`src/rtl/fetch_unit_pkg.sv`:
```
// rtl/fetch_unit_pkg.sv - shared constants, fetch state encoding and queue entry type
package fetch_unit_pkg;

  localparam logic [31:0] NOP_INST         = 32'h0000_0013;
  localparam logic [31:0] DEFAULT_RESET_PC = 32'h0000_0000;
  localparam int          DEFAULT_QDEPTH   = 2;

  typedef enum logic [1:0] {
    ST_REQ  = 2'd0,
    ST_WAIT = 2'd1,
    ST_DROP = 2'd2
  } fetch_state_t;

  typedef struct packed {
    logic [31:0] word;
    logic [31:0] pc;
  } fetch_entry_t;

  function automatic logic [31:0] pc_next(input logic [31:0] pc);
    return pc + 32'd4;
  endfunction

endpackage

```
`src/rtl/fetch_queue.sv`:
```
// rtl/fetch_queue.sv - registered instruction FIFO with flush; head is read combinationally
module fetch_queue
  import fetch_unit_pkg::*;
#(
  parameter int DEPTH = DEFAULT_QDEPTH,
  parameter int CNT_W = $clog2(DEPTH + 1)
) (
  input  logic             clk,
  input  logic             reset,
  input  logic             push,
  input  fetch_entry_t     push_entry,
  input  logic             pop,
  input  logic             flush,
  output logic [CNT_W-1:0] count,
  output logic             head_valid,
  output fetch_entry_t     head_entry
);

  localparam int               PTR_W = (DEPTH > 1) ? $clog2(DEPTH) : 1;
  localparam logic [CNT_W-1:0] FULL  = CNT_W'(DEPTH);
  localparam logic [PTR_W-1:0] LAST  = PTR_W'(DEPTH - 1);

  fetch_entry_t     mem [DEPTH];
  logic [PTR_W-1:0] wr_ptr;
  logic [PTR_W-1:0] rd_ptr;
  logic             do_push;
  logic             do_pop;

  function automatic logic [PTR_W-1:0] ptr_inc(input logic [PTR_W-1:0] p);
    return (p == LAST) ? '0 : p + 1'b1;
  endfunction

  assign head_valid = (count != '0);
  assign do_pop     = pop && head_valid;
  // a pop frees the slot in the same cycle, so push-on-full with pop is accepted
  assign do_push    = push && ((count != FULL) || do_pop);
  assign head_entry = mem[rd_ptr];

  always_ff @(posedge clk) begin
    if (reset || flush) begin
      wr_ptr <= '0;
      rd_ptr <= '0;
      count  <= '0;
    end else begin
      if (do_push) begin
        mem[wr_ptr] <= push_entry;
        wr_ptr      <= ptr_inc(wr_ptr);
      end
      if (do_pop) begin
        rd_ptr <= ptr_inc(rd_ptr);
      end
      case ({do_push, do_pop})
        2'b10:   count <= count + 1'b1;
        2'b01:   count <= count - 1'b1;
        default: ;
      endcase
    end
  end

endmodule

```
`src/rtl/fetch_unit.sv`:
```
// rtl/fetch_unit.sv - single-outstanding instruction fetch with redirect and decoder queue
module fetch_unit
  import fetch_unit_pkg::*;
#(
  parameter logic [31:0] RESET_PC = DEFAULT_RESET_PC,
  parameter int          QDEPTH   = DEFAULT_QDEPTH
) (
  input  logic        clk,
  input  logic        reset,
  output logic        imem_req,
  output logic [31:0] imem_addr,
  input  logic        imem_gnt,
  input  logic        imem_rvalid,
  input  logic [31:0] imem_rdata,
  input  logic        redirect,
  input  logic [31:0] redirect_pc,
  input  logic        inst_ready,
  output logic        inst_valid,
  output logic [31:0] inst,
  output logic [31:0] inst_pc
);

  localparam int               CNT_W            = $clog2(QDEPTH + 1);
  localparam logic [CNT_W-1:0] QFULL            = CNT_W'(QDEPTH);
  localparam logic [31:0]      RESET_PC_ALIGNED = RESET_PC & ~32'h3;

  fetch_state_t     state;
  fetch_state_t     state_nxt;
  logic [31:0]      fetch_pc;
  logic [31:0]      fetch_pc_nxt;
  logic [31:0]      pending_pc;
  logic [31:0]      pending_pc_nxt;
  logic             req_c;
  logic             q_push;
  logic             q_pop;
  logic             q_flush;
  logic             q_valid;
  logic [CNT_W-1:0] q_count;
  fetch_entry_t     q_in;
  fetch_entry_t     q_head;

  assign q_in = '{word: imem_rdata, pc: pending_pc};

  fetch_queue #(
    .DEPTH (QDEPTH),
    .CNT_W (CNT_W)
  ) u_queue (
    .clk        (clk),
    .reset      (reset),
    .push       (q_push),
    .push_entry (q_in),
    .pop        (q_pop),
    .flush      (q_flush),
    .count      (q_count),
    .head_valid (q_valid),
    .head_entry (q_head)
  );

  always_ff @(posedge clk) begin
    if (reset) begin
      state      <= ST_REQ;
      fetch_pc   <= RESET_PC_ALIGNED;
      pending_pc <= '0;
    end else begin
      state      <= state_nxt;
      fetch_pc   <= fetch_pc_nxt;
      pending_pc <= pending_pc_nxt;
    end
  end

  // redirect overrides everything; only the outstanding-response bookkeeping survives it
  always_comb begin
    state_nxt      = state;
    fetch_pc_nxt   = fetch_pc;
    pending_pc_nxt = pending_pc;
    req_c          = 1'b0;
    q_push         = 1'b0;
    q_flush        = 1'b0;
    if (redirect) begin
      q_flush      = 1'b1;
      fetch_pc_nxt = redirect_pc & ~32'h3;
      if (state != ST_REQ) begin
        state_nxt = imem_rvalid ? ST_REQ : ST_DROP;
      end
    end else begin
      case (state)
        ST_REQ: begin
          req_c = (q_count < QFULL);
          if (req_c && imem_gnt) begin
            fetch_pc_nxt   = pc_next(fetch_pc);
            pending_pc_nxt = fetch_pc;
            state_nxt      = ST_WAIT;
          end
        end
        ST_WAIT: begin
          if (imem_rvalid) begin
            q_push    = 1'b1;
            state_nxt = ST_REQ;
          end
        end
        ST_DROP: begin
          if (imem_rvalid) begin
            state_nxt = ST_REQ;
          end
        end
        default: state_nxt = ST_REQ;
      endcase
    end
  end

  assign q_pop      = inst_valid && inst_ready && !redirect;
  assign imem_req   = req_c && !reset;
  assign imem_addr  = fetch_pc;
  assign inst_valid = q_valid && !reset;
  assign inst       = inst_valid ? q_head.word : NOP_INST;
  assign inst_pc    = inst_valid ? q_head.pc : 32'h0;

endmodule

```
`config.mk`:
```
export PLATFORM = sky130hd
export DESIGN_NAME = fetch_unit
export DESIGN_NICKNAME = d
export VERILOG_FILES = /design/src/rtl/fetch_unit_pkg.sv /design/src/rtl/fetch_queue.sv /design/src/rtl/fetch_unit.sv
export SDC_FILE = /design/constraint.sdc
export NUM_CORES = 1
export LEC_CHECK = 0
export ABC_AREA = 1
export ABC_CLOCK_PERIOD_IN_PS = 18600
export BUFFER_PORTS_ARGS = -buffer_cell sky130_fd_sc_hd__buf_2
export CORE_ASPECT_RATIO = 0.8
export CORE_MARGIN = 2
export CORE_UTILIZATION = 45
export DETAILED_ROUTE_END_ITERATION = 10
export HOLD_SLACK_MARGIN = 0.1
export PLACE_DENSITY = 0.75
export SYNTH_ARGS = -nofsm -noshare
export SYNTH_HDL_FRONTEND = slang
export SYNTH_SLANG_ARGS = --single-unit
export TNS_END_PERCENT = 10
```
`constraint.sdc`:
```
create_clock -name clk -period 18.6 [get_ports clk]
set_input_delay 1.86 -clock clk [delete_from_list [all_inputs] [get_ports clk]]
set_output_delay 1.86 -clock clk [all_outputs]
set_load 0.005 [all_outputs]
```
==> summary.txt, run 1 <==
Status
  – Status: complete, no violations

Place
  – Half-perimeter wire length after detailed placement: 12700 um
  – Final RePlAce weighted congestion: a little over 0.9
  – Post-placement cell area: 9410 um^2
  – Port bufs: between 150 and 200

Route
  – Drt first pass iters: 5
  – Starting DRT DRC Count: between 400 and 500
  – Post-detailed-route count of antenna-violating nets: 0
  – Overall via count from detail_route: 6248
  – Total wirelength of the detailed-routed design: ~19000 um
  – Detail-routed net length per standard cell: 15.1 um
  – Post-route DRC: 0
  – Vias/cell: roughly 5

Worst setup path
  – Highest fanout seen on the critical path: 63
  – Worst setup EP type: output port
  – Master of the slowest instance on the critical path: buf_4
  – List of cells traversed by the critical path: buf_2 -> a21oi_4 -> buf_4 -> o211ai_1 -> buf_2
  – CP Buf/Inv Count: 3
  – R2r setup slk: between 15 and 20 ns
  – Data required time of the critical path: approximately 17 ns
  – Arr. time, crit path: between 3 and 4 ns
  – Dominant delay contributor by cell family on the critical path: buffers and inverters
  – Worst Setup Start Kind: primary input
  – Count of cell instances traversed by the critical path: 5
  – Capture point of the worst reg-to-reg path: imem_addr[25]
  – Number of cells on the worst reg-to-reg path: 11
  – Crit Reg-Reg Startpoint: state[1]
  – Most frequent CP cell: buf_2
  – Delay contributed by the slowest stage of the critical path: about 0.54 ns
  – Worst Setup Path Type: primary input to output port

Die
  – Chip width: 157 um
  – DIE AREA: roughly 20000 um^2
  – Number of standard-cell rows in the floorplan: 44
  – Area of the core: between 15000 and 20000 um^2
  – I/O pin total: between 150 and 200
  – Effective utilization at floorplan: between 40% and 50%
  – Floorplan die height: between 100 and 150 um

Yosys
  – Yosys top cell area share: around 44%
  – Leading register cell type out of synthesis: edfxtp_1
  – FF+latch count, synth: 191
  – Count of flip-flops with a built-in enable after synthesis: between 100 and 150
  – Synth warn: 0
  – Mean cell area of the mapped netlist: approximately 10 um^2
  – Post-synthesis instance total: 838
  – Post-synthesis sequential area ratio: between 60% and 70%
  – Library cell with the largest summed area after synthesis: edfxtp_1
  – Cells taking the most area after synthesis: edfxtp_1, dfxtp_1, nand2_1
  – FFs w/ async S/R, synth: 0%
  – Count of cell types in the netlist: 38
  – Combined area of all synthesized cells: between 8000 and 9000 um^2

Worst hold path
  – Worst min-delay path category: flip-flop to flip-flop
  – Worst hold path endpoint: u_queue.mem[0][6]
  – Hold path depth: 0
  – Beginning of the worst hold path: pending_pc[6]

Power and ir drop
  – VDD IR-drop max: 0.0000578 V
  – Static leakage: roughly 4.4 nW
  – Areal power density over the cells: 87.5 nW/um^2

Layout
  – Final instance area: about 10000 um^2
  – Fraction of layout instances using a drive strength above 1: roughly 28%
  – Register cell area after layout: just over 5000 um^2
  – Area of the multi-input gates: about 2800 um^2
  – Area added between synthesis and finish: 18.5%
  – Diode insertion count for antenna repair: 0
  – Fillers: roughly 1600
  – Net count, final: 1062

GRT
  – Global route total overflow: 0
  – Combined global-route utilization of all metal layers: about a fifth
  – Maximum number of pins on one net before global-route repair: 66
  – Antenna violations before repair: 0
  – Vias in the first global route: 5640
  – Global-route wire length before repair: ~29000 um

Clock network
  – Total of cells resized after clock tree synthesis: 0
  – Cts bufs inserted: 17
  – TritonCTS clock tree: done
  – Setup Fix Bufs, Post-CTS: 0
  – Clock slew at reported path FFs: roughly 0.07 ns
  – Insertion delay to the later sink of the worst-skew pair: 0.41 ns
  – CTS Root Cell: clkbuf_16
  – # hold bufs at CTS: 0
  – Number of levels in the clock H-tree: 4
  – Max Buffers Root-to-Sink: 2
  – Clock sink total: roughly 190

STA
  – Setup repair after global routing missed its margin: false
  – Slew margin rel.: a little under two fifths
  – Part of the cycle the worst path needs: 28.8%
  – Minimum period implied by the final worst setup slack: 5.35 ns
  – Transition time of the tightest slew-check pin: 0.949 ns
  – Finish-stage setup viols: 0
  – Total Negative Setup Slacks: 0 ns
  – Clk_skew: 0.00717 ns
  – Achievable Freq: about 190 MHz
  – Number of failing hold endpoints at the final stage: 0
  – Final Max Slew Viols: 0

Flow run
  – MaxCap Viol Count: 0
==> logic make-up after synthesis <==
| logic type | share of synthesized area [%] |
|---|---|
| simple gates | 17.4 |
| mux | 7.89 |
| xor+xnor | 0.208 |
| flops | 60.1 |
| fa+ha+maj | 0.594 |
| compound gates | 6.48 |
| other cells | 0.0445 |
| buf+inv | 7.25 |
==> cells in the final DEF, fill, tap and decap left out, types with 2 or more instances in the layout <==
master,count
clkinv_4,3
inv_6,2
bufinv_16,2
inv_1,105
o211ai_1,4
nand2_2,6
a22oi_1,6
inv_2,4
clkinv_2,3
xor2_1,2
a211oi_1,2
buf_4,5
conb_1,4
nand3b_1,3
a31oi_1,11
nor2_4,7
clkbuf_16,17
clkinvlp_4,2
o21ai_0,31
dfxtp_1,66
mux2_2,59
nand2_1,182
nand4_1,2
nor3_1,14
edfxtp_1,124
ha_1,4
nor2_1,71
nor2_2,7
buf_2,161
a21oi_1,35
nand3_1,40
clkinv_1,2
==> flip-flops by register name, summed over array words and instances (netlist names), named ones only <==
register,cells
u_queue.count,2
u_queue.mem,124
pending_pc,30
u_queue.rd_ptr,1
state,2
imem_addr,30
u_queue.wr_ptr,1
==> through the flow <==
step                power (mW)  cells  hold WS (ns)  utilization, %  setup WS [ns]
detailed placement       0.531   1222         0.432            51.7          13.26
global route             0.908   1254         0.459            54.8          13.07
CTS                      0.880   1254         0.447            54.8          13.24
global placement         0.529   1222         0.431            51.7          13.28
floorplan                0.508    841         0.420               -          11.33
finish                   0.874   1254         0.444            54.8          13.25
==> synth_stat cells, types with 2 or more instances <==
cell type,number
buf_6,2
nand2_2,6
dfxtp_1,67
xor2_1,2
nor2_4,6
clkbuf_1,13
a211oi_1,2
a21oi_2,2
edfxtp_1,124
buf_2,17
buf_4,6
nand3b_1,3
o21ai_0,31
nor3_1,15
mux2_2,59
o211ai_1,4
a31oi_1,11
nor2_2,7
nand4_1,2
a22oi_1,6
nor2_1,72
ha_1,4
nand3_1,40
nand2_1,182
inv_1,105
inv_2,4
a21oi_1,35
==> power breakdown <==
group	leakage [nW]	switching, mW	internal (mW)	total, mW
registers	1.71	0.0108	0.462	0.472
logic	2.41	0.0311	0.0190	0.0501
clock network	0.276	0.154	0.198	0.352
total	4.39	0.196	0.678	0.874
==> routing by layer <==
| metal | wire, um | vias up | track usage [%] | part of all wire [%] |
|---|---|---|---|---|
| li1 | - | 3072 | - | - |
| met5 | 0 | - | 0 | 0 |
| met1 | 9260 | 2898 | 28.7 | 49 |
| met2 | 7990 | 269 | 27.7 | 42 |
| met4 | 107 | 0 | 3.99 | 0.56 |
| met3 | 1620 | 9 | 5.16 | 8.5 |
==> final cells by class <==
class | instances | share of cell area, %
sequential | 191 | 50.7
timing repair buffer | 166 | 8.45
clock buffer | 18 | 4.30
clock inverter | 14 | 1.42
tap | 253 | 3.17
multi-input combinational | 503 | 27.8
inverter | 109 | 4.10
==> worst max path at each step <==
stage	to	from	slack (ns)
6_report	inst[4]	reset	13.25
5_1_grt	inst[4]	reset	13.07
4_1_cts	inst[4]	reset	13.24
3_5_place_dp	inst[4]	reset	13.26
3_3_place_gp	inst[4]	reset	13.28
2_1_floorplan	u_queue.mem[1][10]	reset	11.33
No activity file was read; power rests on OpenSTA's default activity.
==> run 2: changes to the inputs <==
--- a/config.mk
+++ b/config.mk
@@ -6,7 +6,7 @@
 export NUM_CORES = 1
 export LEC_CHECK = 0
 export ABC_AREA = 1
-export ABC_CLOCK_PERIOD_IN_PS = 18600
+export ABC_CLOCK_PERIOD_IN_PS = 4950
 export BUFFER_PORTS_ARGS = -buffer_cell sky130_fd_sc_hd__buf_2
 export CORE_ASPECT_RATIO = 0.8
 export CORE_MARGIN = 2
==> constraint.sdc (replaced) <==
create_clock -name clk -period 4.95 [get_ports clk]
set_input_delay 0.495 -clock clk [delete_from_list [all_inputs] [get_ports clk]]
set_output_delay 0.495 -clock clk [all_outputs]
set_load 0.005 [all_outputs]
==> run 2 against run 1 <==
Against the previous run:
- wire length rose by 0.19%
- via count rose by 0.38%
- first-iteration DRC count down 13%
- clock power grew to 3.4 times the previous value
- core utilization is 0.30 points lower
- combinational power grew to 3.8 times the previous value
- non-clock buffer count unchanged
- sequential share of layout area up 0.28 points
- clock-buffer cell count increased by 2
==> summary.txt, run 2 (same netlist as run 1, synthesis figures left out) <==
Layout
  – Final Util: 54.5%
  – Most common library cell in the layout ignoring fill and taps: nand2_1
  – Fillers: 1638
  – Top reg by flops: u_queue.mem
  – Net count, final: 1062
  – Diode insertion count for antenna repair: 0
  – Fraction of layout instances using a drive strength above 1: 28.1%
  – Final instance area: about 9900 um^2
  – Max reg flops: around 120
  – Area added between synthesis and finish: 17.9%
  – Highest-count cells in the layout ignoring fill and taps: nand2_1, buf_2, edfxtp_1

Route
  – Post-detailed-route count of antenna-violating nets: 0
  – Vias/cell: approximately 5
  – Drt first pass iters: 5
  – Total wirelength of the detailed-routed design: ~19000 um
  – Starting DRT DRC Count: between 300 and 400
  – Post-route DRC: 0
  – Overall via count from detail_route: ~6300
  – Detail-routed net length per standard cell: around 15 um

Clock network
  – Number of levels in the clock H-tree: 4
  – # hold bufs at CTS: 0
  – TritonCTS clock tree: done
  – Clock slew at reported path FFs: ~0.07 ns
  – Clock sink total: between 150 and 200
  – CTS Root Cell: clkbuf_16
  – Max Buffers Root-to-Sink: 2
  – Cts bufs inserted: 17
  – Setup Fix Bufs, Post-CTS: 0
  – Total of cells resized after clock tree synthesis: 0
  – Insertion delay to the later sink of the worst-skew pair: between 0.4 and 0.5 ns

GRT
  – Global-route wire length before repair: just under 30000 um
  – Vias in the first global route: slightly below 6000
  – Antenna violations before repair: 0
  – Global route total overflow: 0
  – Combined global-route utilization of all metal layers: between 10% and 20%
  – Maximum number of pins on one net before global-route repair: 64

Die
  – Area of the core: 18200 um^2
  – Effective utilization at floorplan: roughly 46%
  – I/O pin total: 168
  – DIE AREA: between 15000 and 20000 um^2
  – Chip width: 157 um
  – Number of standard-cell rows in the floorplan: 44
  – Floorplan die height: 126 um

STA
  – Number of failing hold endpoints at the final stage: 0
  – Total Negative Setup Slacks: 0 ns
  – Worst Slack Setup Final: 1.97 ns
  – Achievable Freq: around 340 MHz
  – Clk_skew: around 0.010 ns
  – Final Max Slew Viols: 0
  – Finish-stage setup viols: 0
  – Minimum period implied by the final worst setup slack: 2.98 ns
  – Hold WS: 0.268 ns
  – Part of the cycle the worst path needs: between 60% and 70%
  – Transition time of the tightest slew-check pin: around 1 ns
  – Setup repair after global routing missed its margin: false
  – Slew margin rel.: roughly a third

Worst hold path
  – Hold path depth: 1
  – Worst min-delay path category: primary input to flip-flop

Place
  – Post-placement cell area: ~9400 um^2
  – Port bufs: approximately 160
  – Final RePlAce weighted congestion: approximately 0.95
  – Worst slack at placement: 1.93 ns
  – Half-perimeter wire length after detailed placement: roughly 13000 um

Power and ir drop
  – Areal power density over the cells: around 320 nW/um^2
  – VDD IR-drop max: about 0.00023 V
  – Static leakage: roughly 4.4 nW

Worst setup path
  – Worst Setup Path Type: flip-flop to output port
  – Arr. time, crit path: 2.49 ns
  – Highest fanout seen on the critical path: 41
  – Worst setup EP type: output port
  – Number of cells on the worst reg-to-reg path: 5
  – Data required time of the critical path: between 4 and 5 ns
  – Worst Setup Start Kind: flip-flop

Status
  – Status: complete, no violations

Flow run
  – MaxCap Viol Count: 0
run 2: cell types whose count changed in the layout (fill, tap and decap cells not counted), sizes merged:
| cell | previous run | this run |
|---|---|---|
| clkbuf | 18 | 20 |
| inv | 111 | 109 |
| bufinv | 2 | 0 |
| clkinvlp | 2 | 3 |
| clkinv | 8 | 9 |
run 2: worst paths after layout:
check / from / end / slack (ns)
worst max register to register: u_queue.count[0] / u_queue.mem[1][55] / 2.76
worst max-delay path: flip-flop / inst_pc[28] / 1.97
worst min-delay path: imem_rdata[26] / u_queue.mem[0][58] / 0.27
worst min register to register: pending_pc[13] / u_queue.mem[1][13] / 0.46
run 2: worst max-delay path, cell delays in order (launching register included):
cell and delay, ns:
dfxtp_2 0.96, buf_4 0.46, mux2_2 0.39, nand2_1 0.06, inv_1 0.04, buf_2 0.13
run 2: final cells by class:
type / count / area, um^2 / area share [%]
Clock inverter: 12 / 72.6 / 0.731
Tap cell: 253 / 317 / 3.19
Inverter: 109 / 409 / 4.12
Timing Repair Buffer: 166 / 843 / 8.49
Sequential cell: 191 / 5070 / 51.0
Multi-Input combinational cell: 503 / 2790 / 28.0
Clock buffer: 20 / 437 / 4.40
run 2: power by group:
part	internal [mW]	switching, mW	total [mW]
logic	0.0712	0.117	0.188
clock network	0.635	0.548	1.18
registers	1.73	0.0411	1.78
total	2.44	0.706	3.15
run 2: per-stage QoR:
stage	total power [mW]	cells
global route	3.27	1254
CTS	3.17	1254
global placement	1.99	1222
finish	3.15	1254
detailed placement	1.99	1222
floorplan	1.91	841
run 2: layer usage:
| metal | GRT usage, % | wire length [um] | up-vias | part of all wire, % |
|---|---|---|---|---|
| met5 | 0 | 0 | - | 0 |
| met2 | 29.7 | 8330 | 287 | 44 |
| met3 | 5.23 | 1700 | 11 | 8.9 |
| met4 | 4.96 | 119 | 0 | 0.63 |
| li1 | - | - | 3069 | - |
| met1 | 26.8 | 8860 | 2905 | 47 |
==> run 3: changes to the inputs <==
--- a/config.mk
+++ b/config.mk
@@ -5,15 +5,15 @@
 export SDC_FILE = /design/constraint.sdc
 export NUM_CORES = 1
 export LEC_CHECK = 0
-export ABC_AREA = 1
-export ABC_CLOCK_PERIOD_IN_PS = 4950
+export ABC_AREA = 0
+export ABC_CLOCK_PERIOD_IN_PS = 2950
 export BUFFER_PORTS_ARGS = -buffer_cell sky130_fd_sc_hd__buf_2
 export CORE_ASPECT_RATIO = 0.8
 export CORE_MARGIN = 2
 export CORE_UTILIZATION = 45
 export DETAILED_ROUTE_END_ITERATION = 10
 export HOLD_SLACK_MARGIN = 0.1
-export PLACE_DENSITY = 0.75
+export PLACE_DENSITY = 0.76
 export SYNTH_ARGS = -nofsm -noshare
 export SYNTH_HDL_FRONTEND = slang
 export SYNTH_SLANG_ARGS = --single-unit
==> constraint.sdc (replaced) <==
create_clock -name clk -period 2.95 [get_ports clk]
set_input_delay 0.295 -clock clk [delete_from_list [all_inputs] [get_ports clk]]
set_output_delay 0.295 -clock clk [all_outputs]
set_load 0.005 [all_outputs]
==> run 3 against run 2 <==
Against the previous run:
- core utilization increased by 2.9 points
- sequential cell count unchanged
- register-to-register slack got worse by 2.1 ns
- area after synthesis is 6.7% lower
- final cell count fell by 13%
- clock-buffer cell count shrank 1
- die area is 6.5% lower
- first-iteration DRC count decreased by 22%
- design area down 0.53%
- synthesized cell count shrank 21%
- critical path type unchanged
- critical endpoint is now inst_pc[8]
- highest routed layer unchanged
==> summary.txt, run 3 <==
Clock network
  – Total of cells resized after clock tree synthesis: 0
  – Clock slew at reported path FFs: around 0.07 ns
  – Insertion delay to the later sink of the worst-skew pair: 0.43 ns
  – CTS Root Cell: clkbuf_16
  – Number of levels in the clock H-tree: 4
  – Cts bufs inserted: 17
  – TritonCTS clock tree: done
  – Max Buffers Root-to-Sink: 2
  – Clock sink total: 191

Worst setup path
  – Highest fanout seen on the critical path: 53
  – Dominant delay contributor by cell family on the critical path: simple AND/OR/NAND/NOR gates
  – CP Buf/Inv Count: 2
  – Arr. time, crit path: about 2.1 ns
  – List of cells traversed by the critical path: nor2_1 -> or2_2 -> buf_12 -> nor2_1 -> buf_2
  – Master of the slowest instance on the critical path: dfxtp_1
  – Worst Setup Path Type: flip-flop to output port
  – Most frequent CP cell: nor2_1
  – Data required time of the critical path: ~2.7 ns
  – Worst setup EP type: output port
  – Delay contributed by the slowest stage of the critical path: between 0.4 and 0.5 ns
  – Worst Setup Start Kind: flip-flop

Layout
  – Highest-count cells in the layout ignoring fill and taps: buf_2, edfxtp_1, nor2_1
  – Diode insertion count for antenna repair: 0
  – Most common library cell in the layout ignoring fill and taps: buf_2
  – Final instance area: 9880 um^2
  – Area added between synthesis and finish: 25.6%
  – Final Util: between 50% and 60%
  – Fraction of layout instances using a drive strength above 1: between 20% and 30%
  – Max reg flops: 124
  – Net count, final: ~900
  – Top reg by flops: u_queue.mem

Yosys
  – Count of cell types in the netlist: between 50 and 60
  – Leading post-synthesis cells by instance count: edfxtp_1, nor2_1, nand2_1
  – FF+latch count, synth: between 150 and 200
  – Mean cell area of the mapped netlist: 11.9 um^2
  – Count of flip-flops with a built-in enable after synthesis: between 100 and 150
  – Cells taking the most area after synthesis: edfxtp_1, dfxtp_1, mux2i_1
  – FFs w/ async S/R, synth: 0%
  – Yosys top cell area share: a little under half
  – Post-synthesis instance total: 660
  – Cell with the most instances after synthesis: edfxtp_1
  – Library cell with the largest summed area after synthesis: edfxtp_1
  – Synth warn: 0
  – Post-synthesis sequential area ratio: between 60% and 70%
  – Leading register cell type out of synthesis: edfxtp_1
  – Combined area of all synthesized cells: ~7900 um^2

GRT
  – Combined global-route utilization of all metal layers: between 10% and 20%
  – Global-route wire length before repair: between 20000 and 30000 um
  – Vias in the first global route: a little over 5000
  – Most Used Layer, Global Route: met2
  – Maximum number of pins on one net before global-route repair: 54
  – Global route total overflow: 0
  – Antenna violations before repair: 0
  – Met1 Resource Use GR: a little over a quarter
  – Global Route met2 Usage: around 30%
  – Global Route met3 Usage: 5.69%

Route
  – Vias/cell: slightly above 5
  – Overall via count from detail_route: ~5500
  – Total wirelength of the detailed-routed design: 17700 um
  – Post-detailed-route count of antenna-violating nets: 0
  – Detail-routed net length per standard cell: 16.2 um
  – Drt first pass iters: 5
  – Post-route DRC: 0
  – Starting DRT DRC Count: 312

STA
  – Worst Slack Setup Final: 0.599 ns
  – Transition time of the tightest slew-check pin: approximately 0.66 ns
  – Part of the cycle the worst path needs: around four fifths
  – Minimum period implied by the final worst setup slack: 2.35 ns
  – Setup repair after global routing missed its margin: false
  – Slew margin rel.: between 50% and 60%
  – Clk_skew: roughly 0.0084 ns
  – Number of failing hold endpoints at the final stage: 0
  – Hold WS: roughly 0.12 ns
  – Achievable Freq: about 430 MHz
  – Finish-stage setup viols: 0
  – Final Max Slew Viols: 0

Power and ir drop
  – Static leakage: roughly 3.7 nW
  – Areal power density over the cells: ~550 nW/um^2
  – VDD IR-drop max: 0.000422 V

Die
  – Effective utilization at floorplan: between 40% and 50%
  – Number of standard-cell rows in the floorplan: 43
  – Chip width: roughly 150 um
  – Area of the core: ~17000 um^2
  – Floorplan die height: around 120 um
  – I/O pin total: around 170
  – DIE AREA: between 15000 and 20000 um^2

Worst hold path
  – Worst min-delay path category: primary input to flip-flop

Place
  – Final RePlAce weighted congestion: ~0.85
  – Post-placement cell area: 8920 um^2
  – Port bufs: approximately 160
  – Half-perimeter wire length after detailed placement: between 10000 and 15000 um
  – Worst slack at placement: around 0.64 ns

Status
  – Status: complete, no violations

Flow run
  – MaxCap Viol Count: 0
==> run 3: cell types whose count changed after synthesis, sizes merged, moves of 19 or more <==
| cell | delta |
|---|---|
| mux2i | +65 |
| xnor2 | +20 |
| clkbuf | +21 |
| o21ai | -29 |
| buf | -19 |
| inv | -98 |
| nand2 | -101 |
| mux2 | -59 |
| nand3 | -34 |
==> run 3: worst register-to-register path: stages, from the launching register on <==
cell and delay, ns:
dfxtp_1 0.33, inv_1 0.07, ha_1 0.31, nand3b_4 0.16
or3_1 0.57, o311ai_0 0.43, a21oi_1 0.11, a31o_1 0.19
==> run 3: timing repair <==
item,4_1_cts,5_1_grt
setup endpoints to repair,0,0
hold buffers,39,0
buffers inserted,0,0
endpoints found under the hold margin,71,0
==> run 3: kinds of logic (layout without fill, tap and decap cells) <==
family          count (synthesis)  after routing  share of synthesized area, %
other cells                     1              4                        0.0477
mux                            65             65                          8.28
buf+inv                        53            255                          3.18
simple gates                  243            243                          14.5
compound gates                 72             72                          5.44
fa+ha+maj                       4              4                         0.637
xor+xnor                       31             31                          3.45
flops                         191            191                          64.4
==> run 3: final timing paths <==
| check | from | cells after the start | endpoint | slack [ns] |
|---|---|---|---|---|
| worst max-delay path | u_queue.count[1] | 5 | inst_pc[8] | 0.60 |
| worst min-delay path | redirect_pc[10] | 3 | imem_addr[10] | 0.12 |
| worst max register to register | state[0] | 7 | imem_addr[27] | 0.70 |
| worst min register to register | pending_pc[10] | 0 | u_queue.mem[1][10] | 0.46 |
==> run 3: per-layer routing <==
| metal | routed length, um | vias up |
|---|---|---|
| li1 | - | 2709 |
| met1 | 8210 | 2621 |
| met2 | 7820 | 193 |
| met3 | 1430 | 17 |
| met4 | 205 | 0 |
| met5 | 0 | - |
==> run 3: cell type report <==
class	instances	area [um^2]
Fill cell	1475	7340
Sequential cell	191	5070
Multi-Input combinational cell	419	2590
Timing Repair Buffer	212	1320
Clock buffer	19	433
Tap cell	225	282
Clock inverter	12	136
Inverter	12	45.0
==> run 3: through the flow <==
step | setup TNS, ns | instances | power, mW
3_3_place_gp | 0 | 1020 | 3.25
4_1_cts | 0 | 1090 | 5.52
2_1_floorplan | -1.49 | 663 | 3.13
3_5_place_dp | 0 | 1020 | 3.26
6_report | 0 | 1090 | 5.48
5_1_grt | 0 | 1090 | 5.67
==> run 3: report_power, final <==
part	switching, mW	internal [mW]
clock network	0.983	1.25
logic	0.154	0.147
registers	0.0622	2.88
total	1.20	4.28
